===== config.mk =====
export PLATFORM = sky130hd
export DESIGN_NAME = wide_add_sequencer
export DESIGN_NICKNAME = d
export VERILOG_FILES = /design/src/rtl/wide_add_sequencer.sv
export SDC_FILE = /design/constraint.sdc
export NUM_CORES = 1
export LEC_CHECK = 0
export ABC_AREA = 1
export CAP_MARGIN = 20
export CORE_MARGIN = 3
export CORE_UTILIZATION = 40
export DETAILED_ROUTE_END_ITERATION = 16
export GPL_TIMING_DRIVEN = 0
export PLACE_DENSITY = 0.69
export SYNTH_ARGS = -nofsm -noshare
export SYNTH_HDL_FRONTEND = slang
export SYNTH_SLANG_ARGS = --single-unit
export TNS_END_PERCENT = 50

===== constraint.sdc =====
create_clock -name clk -period 3.3 [get_ports clk]
set_input_delay 0.495 -clock clk [delete_from_list [all_inputs] [get_ports clk]]
set_output_delay 0.495 -clock clk [all_outputs]
set_load 0.005 [all_outputs]

===== src/rtl/wide_add_sequencer.sv =====
// Word-serial wide adder: streams WORDS chunks LSW-first through one Brent-Kung adder, chaining carry.
// Optional WIDE_ADD_SUB_EN macro adds an in_sub port for A-B (B inverted, carry seeded with 1).
`ifndef ADDER_SIZE
`define ADDER_SIZE 32
`endif

module brent_kung_adder (
  input  logic [`ADDER_SIZE-1:0] a,
  input  logic [`ADDER_SIZE-1:0] b,
  input  logic                   cin,
  output logic [`ADDER_SIZE-1:0] sum,
  output logic                   cout
);
  localparam int N  = `ADDER_SIZE;
  localparam int LV = (N > 1) ? $clog2(N) : 1;

  logic [N-1:0] prop;
  logic [N-1:0] gg;
  logic [N-1:0] pp;
  logic [N:0]   carry;

  assign prop = a ^ b;

  // In-place prefix tree: up-sweep builds power-of-two spans, down-sweep fills the gaps.
  always_comb begin
    gg = a & b;
    pp = prop;
    gg[0] = (a[0] & b[0]) | (prop[0] & cin);
    for (int lv = 0; lv < LV; lv++) begin
      for (int i = 0; i < N; i++) begin
        if ((((i + 1) % (1 << (lv + 1))) == 0) && (i >= (1 << lv))) begin
          gg[i] = gg[i] | (pp[i] & gg[i - (1 << lv)]);
          pp[i] = pp[i] & pp[i - (1 << lv)];
        end
      end
    end
    for (int lv = LV - 2; lv >= 0; lv--) begin
      for (int i = 0; i < N; i++) begin
        if ((((i + 1) % (1 << (lv + 1))) == (1 << lv)) &&
            (i >= ((1 << (lv + 1)) + (1 << lv) - 1))) begin
          gg[i] = gg[i] | (pp[i] & gg[i - (1 << lv)]);
          pp[i] = pp[i] & pp[i - (1 << lv)];
        end
      end
    end
  end

  assign carry = {gg, cin};
  assign sum   = prop ^ carry[N-1:0];
  assign cout  = carry[N];
endmodule

module wide_add_sequencer #(
  parameter int WORDS = 4
) (
  input  logic                           clk,
  input  logic                           rst_n,
  input  logic                           in_valid,
  output logic                           in_ready,
  input  logic [WORDS*`ADDER_SIZE-1:0]   in_op1,
  input  logic [WORDS*`ADDER_SIZE-1:0]   in_op2,
  input  logic                           in_cin,
`ifdef WIDE_ADD_SUB_EN
  input  logic                           in_sub,
`endif
  output logic                           out_valid,
  input  logic                           out_ready,
  output logic [WORDS*`ADDER_SIZE-1:0]   out_res,
  output logic                           out_cout
);
  localparam int AS = `ADDER_SIZE;
  localparam int IW = (WORDS > 1) ? $clog2(WORDS) : 1;

  typedef enum logic [1:0] {IDLE, RUN, DONE} state_t;

  state_t                   state;
  logic [IW-1:0]            idx;
  logic                     carry;
  logic [WORDS-1:0][AS-1:0] op_a;
  logic [WORDS-1:0][AS-1:0] op_b;
  logic [WORDS-1:0][AS-1:0] res;
  logic [AS-1:0]            sum_w;
  logic                     cout_w;
  logic [WORDS*AS-1:0]      op_b_load;
  logic                     carry_load;

`ifdef WIDE_ADD_SUB_EN
  assign op_b_load  = in_sub ? ~in_op2 : in_op2;
  assign carry_load = in_sub ? 1'b1 : in_cin;
`else
  assign op_b_load  = in_op2;
  assign carry_load = in_cin;
`endif

  assign in_ready = (state == IDLE);
  assign out_res  = res;

  brent_kung_adder u_adder (
    .a    (op_a[idx]),
    .b    (op_b[idx]),
    .cin  (carry),
    .sum  (sum_w),
    .cout (cout_w)
  );

  always_ff @(posedge clk or negedge rst_n) begin
    if (!rst_n) begin
      state     <= IDLE;
      idx       <= '0;
      carry     <= 1'b0;
      op_a      <= '0;
      op_b      <= '0;
      res       <= '0;
      out_cout  <= 1'b0;
      out_valid <= 1'b0;
    end else begin
      case (state)
        IDLE: begin
          if (in_valid) begin
            op_a  <= in_op1;
            op_b  <= op_b_load;
            carry <= carry_load;
            idx   <= '0;
            res   <= '0;
            state <= RUN;
          end
        end
        RUN: begin
          res[idx] <= sum_w;
          carry    <= cout_w;
          if (idx == IW'(WORDS - 1)) begin
            out_cout  <= cout_w;
            out_valid <= 1'b1;
            idx       <= '0;
            state     <= DONE;
          end else begin
            idx <= idx + IW'(1);
          end
        end
        DONE: begin
          if (out_ready) begin
            out_valid <= 1'b0;
            state     <= IDLE;
          end
        end
        default: state <= IDLE;
      endcase
    end
  end
endmodule

==> results of run 1 <==
routing by layer:
metal	share of wire [%]	global-route usage (%)	routed length [um]	vias up
li1	-	-	-	7717
met1	41	38.00	28200	8319
met2	48	48.42	33220	812
met3	7.6	5.468	5267	167
met4	3.9	10.70	2686	4
met5	0.035	0	24	-
power groups by stage:
stage	clock, uW	combinational [uW]	sequential [uW]
3_5_place_dp	0	15900	8160
3_3_place_gp	0	15500	8140
4_1_cts	5170	18500	8110
6_report	5100	20600	8160
2_1_floorplan	0	9150	7840
5_1_grt	5370	22200	8360
cell type report:
type	count	area (um2)	area share, %
buffer	132	748.2	2.978
multi-input combinational	1514	7883	31.37
timing repair buffer	421	4264	16.97
clock buffer	61	1276	5.079
tap	585	732.0	2.913
sequential	391	9787	38.95
inverter	52	220.2	0.8765
clock inverter	17	215.2	0.8565
registers in the layout, indices dropped and copies added (netlist names):
| register | count |
|---|---|
| state | 2 |
| out_valid | 1 |
| op_b | 128 |
| carry | 1 |
| out_cout | 1 |
| op_a | 128 |
| idx | 2 |
| out_res | 128 |
synth_stat cells, types with 3 or more instances:
library cell | n | share of area [%]
nand2_1 | 869 | 18
dfrtp_1 | 391 | 55
o21ai_0 | 155 | 4.4
nand3_1 | 138 | 3.9
nor2_1 | 104 | 2.2
buf_2 | 77 | 2.2
o21ai_1 | 73 | 2.1
o22ai_1 | 48 | 1.7
inv_1 | 46 | 0.98
clkbuf_1 | 43 | 0.91
ha_1 | 34 | 2.4
a21oi_1 | 27 | 0.76
fa_1 | 17 | 1.9
a32oi_1 | 14 | 0.69
buf_1 | 9 | 0.19
xnor2_1 | 8 | 0.40
xor2_1 | 7 | 0.35
buf_4 | 6 | 0.25
inv_2 | 5 | 0.11
a21o_1 | 4 | 0.17
nand2_2 | 4 | 0.14
a31oi_1 | 3 | 0.11
what timing repair did:
action                     4_1_cts  5_1_grt
setup endpoints to repair      122      116
gates resized for setup        157      110
hold endpoints to repair        60        0
gates cloned                     1        0
buffers inserted                19        6
hold buffers                     1        0
pin swaps                       68       59
through the flow:
step,total power (uW),setup slack (ns),instance area [um2]
after global routing,35920,-0.5255,25130
final,33880,-0.3980,25130
after floorplan,16990,-0.01448,17750
after detailed placement,24080,-1.594,22480
after global placement,23660,-15.16,22390
after CTS,31800,-0.3512,24670
worst reg2reg max path: stages, from the launching register on:
cell,delay (ns)
dfrtp_2,0.48
buf_8,0.18
inv_6,0.07
bufbuf_16,0.26
buf_12,0.14
nand2_1,0.08
a32oi_2,0.25
ha_1,0.28
nand2_2,0.10
inv_1,0.04
nand2_1,0.05
nand2_1,0.08
a21oi_4,0.19
nand2_8,0.10
nand2_4,0.09
nand2_8,0.07
nand2_2,0.08
nand2_2,0.06
nand2_2,0.08
nand2_2,0.06
fa_2,0.40
xnor2_4,0.31
o21ai_1,0.10
worst max-delay path by stage:
stage / end / cells after the start / start / slack (ns)
2_1_floorplan: out_res[95]$_DFFE_PN0P_ / 25 / idx[0]$_DFFE_PN0P_ / -0.01
3_3_place_gp: op_b[87]$_DFFE_PN0P_ / 1 / rst_n / -15.16
3_5_place_dp: out_res[53]$_DFFE_PN0P_ / 18 / idx[1]$_DFFE_PN0P_ / -1.59
4_1_cts: out_res[31]$_DFFE_PN0P_ / 25 / idx[0]$_DFFE_PN0P_ / -0.35
5_1_grt: out_res[27]$_DFFE_PN0P_ / 21 / idx[0]$_DFFE_PN0P_ / -0.53
6_report: out_res[63]$_DFFE_PN0P_ / 22 / idx[0]$_DFFE_PN0P_ / -0.40
logic make-up (layout without fill, tap and decap cells):
kind of cell,after synthesis,after routing
AOI/OAI and AO/OA,328,328
and+or+nand+nor,1120,1120
DFF,391,391
xor gates and xnor gates,15,15
adders and majority gates,51,51
buffers and inverters,188,683
==> flow_summary.ini, run 1 <==
[logic_synthesis]
synth_simple_gate_area_share_pct = 24.87
synthCells = 2093
synth_top_flop_cell = dfrtp_1
synth-compound-area-share_pct = 10.08
ys_types = 31
syn_area_um2 = 17700
ys_warn_count = 0
ys_async_sr_fraction_pct = 100.0
synth_seq_cells = 391
synth_mux_area_share_pct = 0
synthAdderAreaFrac_pct = 4.326
synthesis.nets = 2405
synth_top_family_by_area = simple AND/OR/NAND/NOR gates
synth_xor_area_share_pct = 0.7422
synth_edf_count = 0
syn_area_per_cell_um2 = 8.457
ys_seq_area_share_pct = 55.28

[timing]
worst_hold_slack_ns = 0.4510
fin_skew_ns = 0.01919
setup_viol = 88
min_period_ns = 3.698
slew_viol_final = 0
rsz0062_at_grt = true
layout_setup_ws_ns = -0.3980
slew_headroom_pct = 49.31
hold_viol_final = 0
fin_crit_sh_pct = 112.1
fmax_mhz = 270.4
fin_tns_setup_ns = -20.25
worst_slew_pin_slew_ns = 0.7603

[run_status]
violations = negative setup slack
status = finished, violations left

[critical_path]
slowest_stage = dfrtp_2
crit_path_max_fanout = 10
crit_type = reg2reg
worst-path-buf-inv = 5
crit_chain = buf_8, inv_6, bufbuf_16, buf_12, nand2_1, a32oi_2, ha_1, nand2_2, inv_1, nand2_1, nand2_1, a21oi_4, nand2_8, nand2_4, nand2_8, nand2_2, nand2_2, nand2_2, nand2_2, fa_2, xnor2_4, o21ai_1
timing.rr.end = out_res[63]$_DFFE_PN0P_
crit_required_ns = 3.74
end_kind = register
startpoint_type = register
reg2reg_slack_ns = -0.40
cpMostUsedCell = nand2_2
cp_data_arrival_time_ns = 4.14
path_delay_family = simple AND/OR/NAND/NOR gates
r2r_start = idx[0]$_DFFE_PN0P_
rr_worst_depth = 22
slowest_delay_ns = 0.48

[die]
row_count = 76
die_h_um = 216.4
io_pins = 392
die_w_um = 216.4
core_um2 = 43360
die_area_um2 = 46810
start_util_pct = 40.82

[clock_tree]
cts_tree = yes
clk_pin_slew_ns = 0.06
clock_latency_ns = 0.58
clkSinkCount = 391
htree_levels = 2
clk_path_buf_depth = 3
cts_buffers = 43
cts-root-buf = clkbuf_16

[placement]
dpl.cell_count = 3072
io_buffers = 391
gp_congestion = 0.9357
dpl.hpwl_um = 50870

[grt]
grt_pass1_wl_um = 103100
grt_max_degree = 124
antenna_found_initial = 2
grt_pass1_vias = 17280
grt_use_total_pct = 29.05
grt_overflow = 0

[power]
swShare_pct = 46.62
powerDensity_nw_per_um2 = 1349
ir_worst_vdd_mv = 0.8278
internal_power_uw = 18090
power_frac_comb_pct = 60.9
p_switching_uw = 15800
clkPwrFrac_pct = 15.1
p_leak_uw = 0.01201
seqPwrFrac_pct = 24.1

[final_layout]
fill_cells = 3858
fin_cells = 3173
final_cell_mix = 857 x nand2_1, 390 x clkdlybuf4s50_1, 389 x dfrtp_1
drive_gt1_share_pct = 13.18
nets = 2867
n_antenna_cell = 0
syn2layout_area_growth_pct = 41.95
final_core_util_pct = 57.94
layout_commonest_cell = nand2_1

[run]
cap_violations = 0

[routing]
wl_um = 69400
post_drt_wl_per_cell_um = 21.87
drtAntennaViolNets = 0
vias = 17020
routed_via_density = 5.364
firstDrtPassIters = 6
drc_errors = 0
drt_iter0_markers = 1720

[min_path]
hold_end = op_b[124]$_DFFE_PN0P_
hold_depth = 3
hold_start = in_op2[124]
min_path_type = in2reg
No activity file was read; power rests on OpenSTA's default activity.
==> inputs of run 2 (changes only) <==
--- a/config.mk
+++ b/config.mk
@@ -11,6 +11,7 @@
 export CORE_UTILIZATION = 40
 export DETAILED_ROUTE_END_ITERATION = 16
 export GPL_TIMING_DRIVEN = 0
+export HOLD_SLACK_MARGIN = 0.1
 export PLACE_DENSITY = 0.69
 export SYNTH_ARGS = -nofsm -noshare
 export SYNTH_HDL_FRONTEND = slang
==> results of run 2 <==
The final DEF is identical to that of run 1; final timing and power are the same.
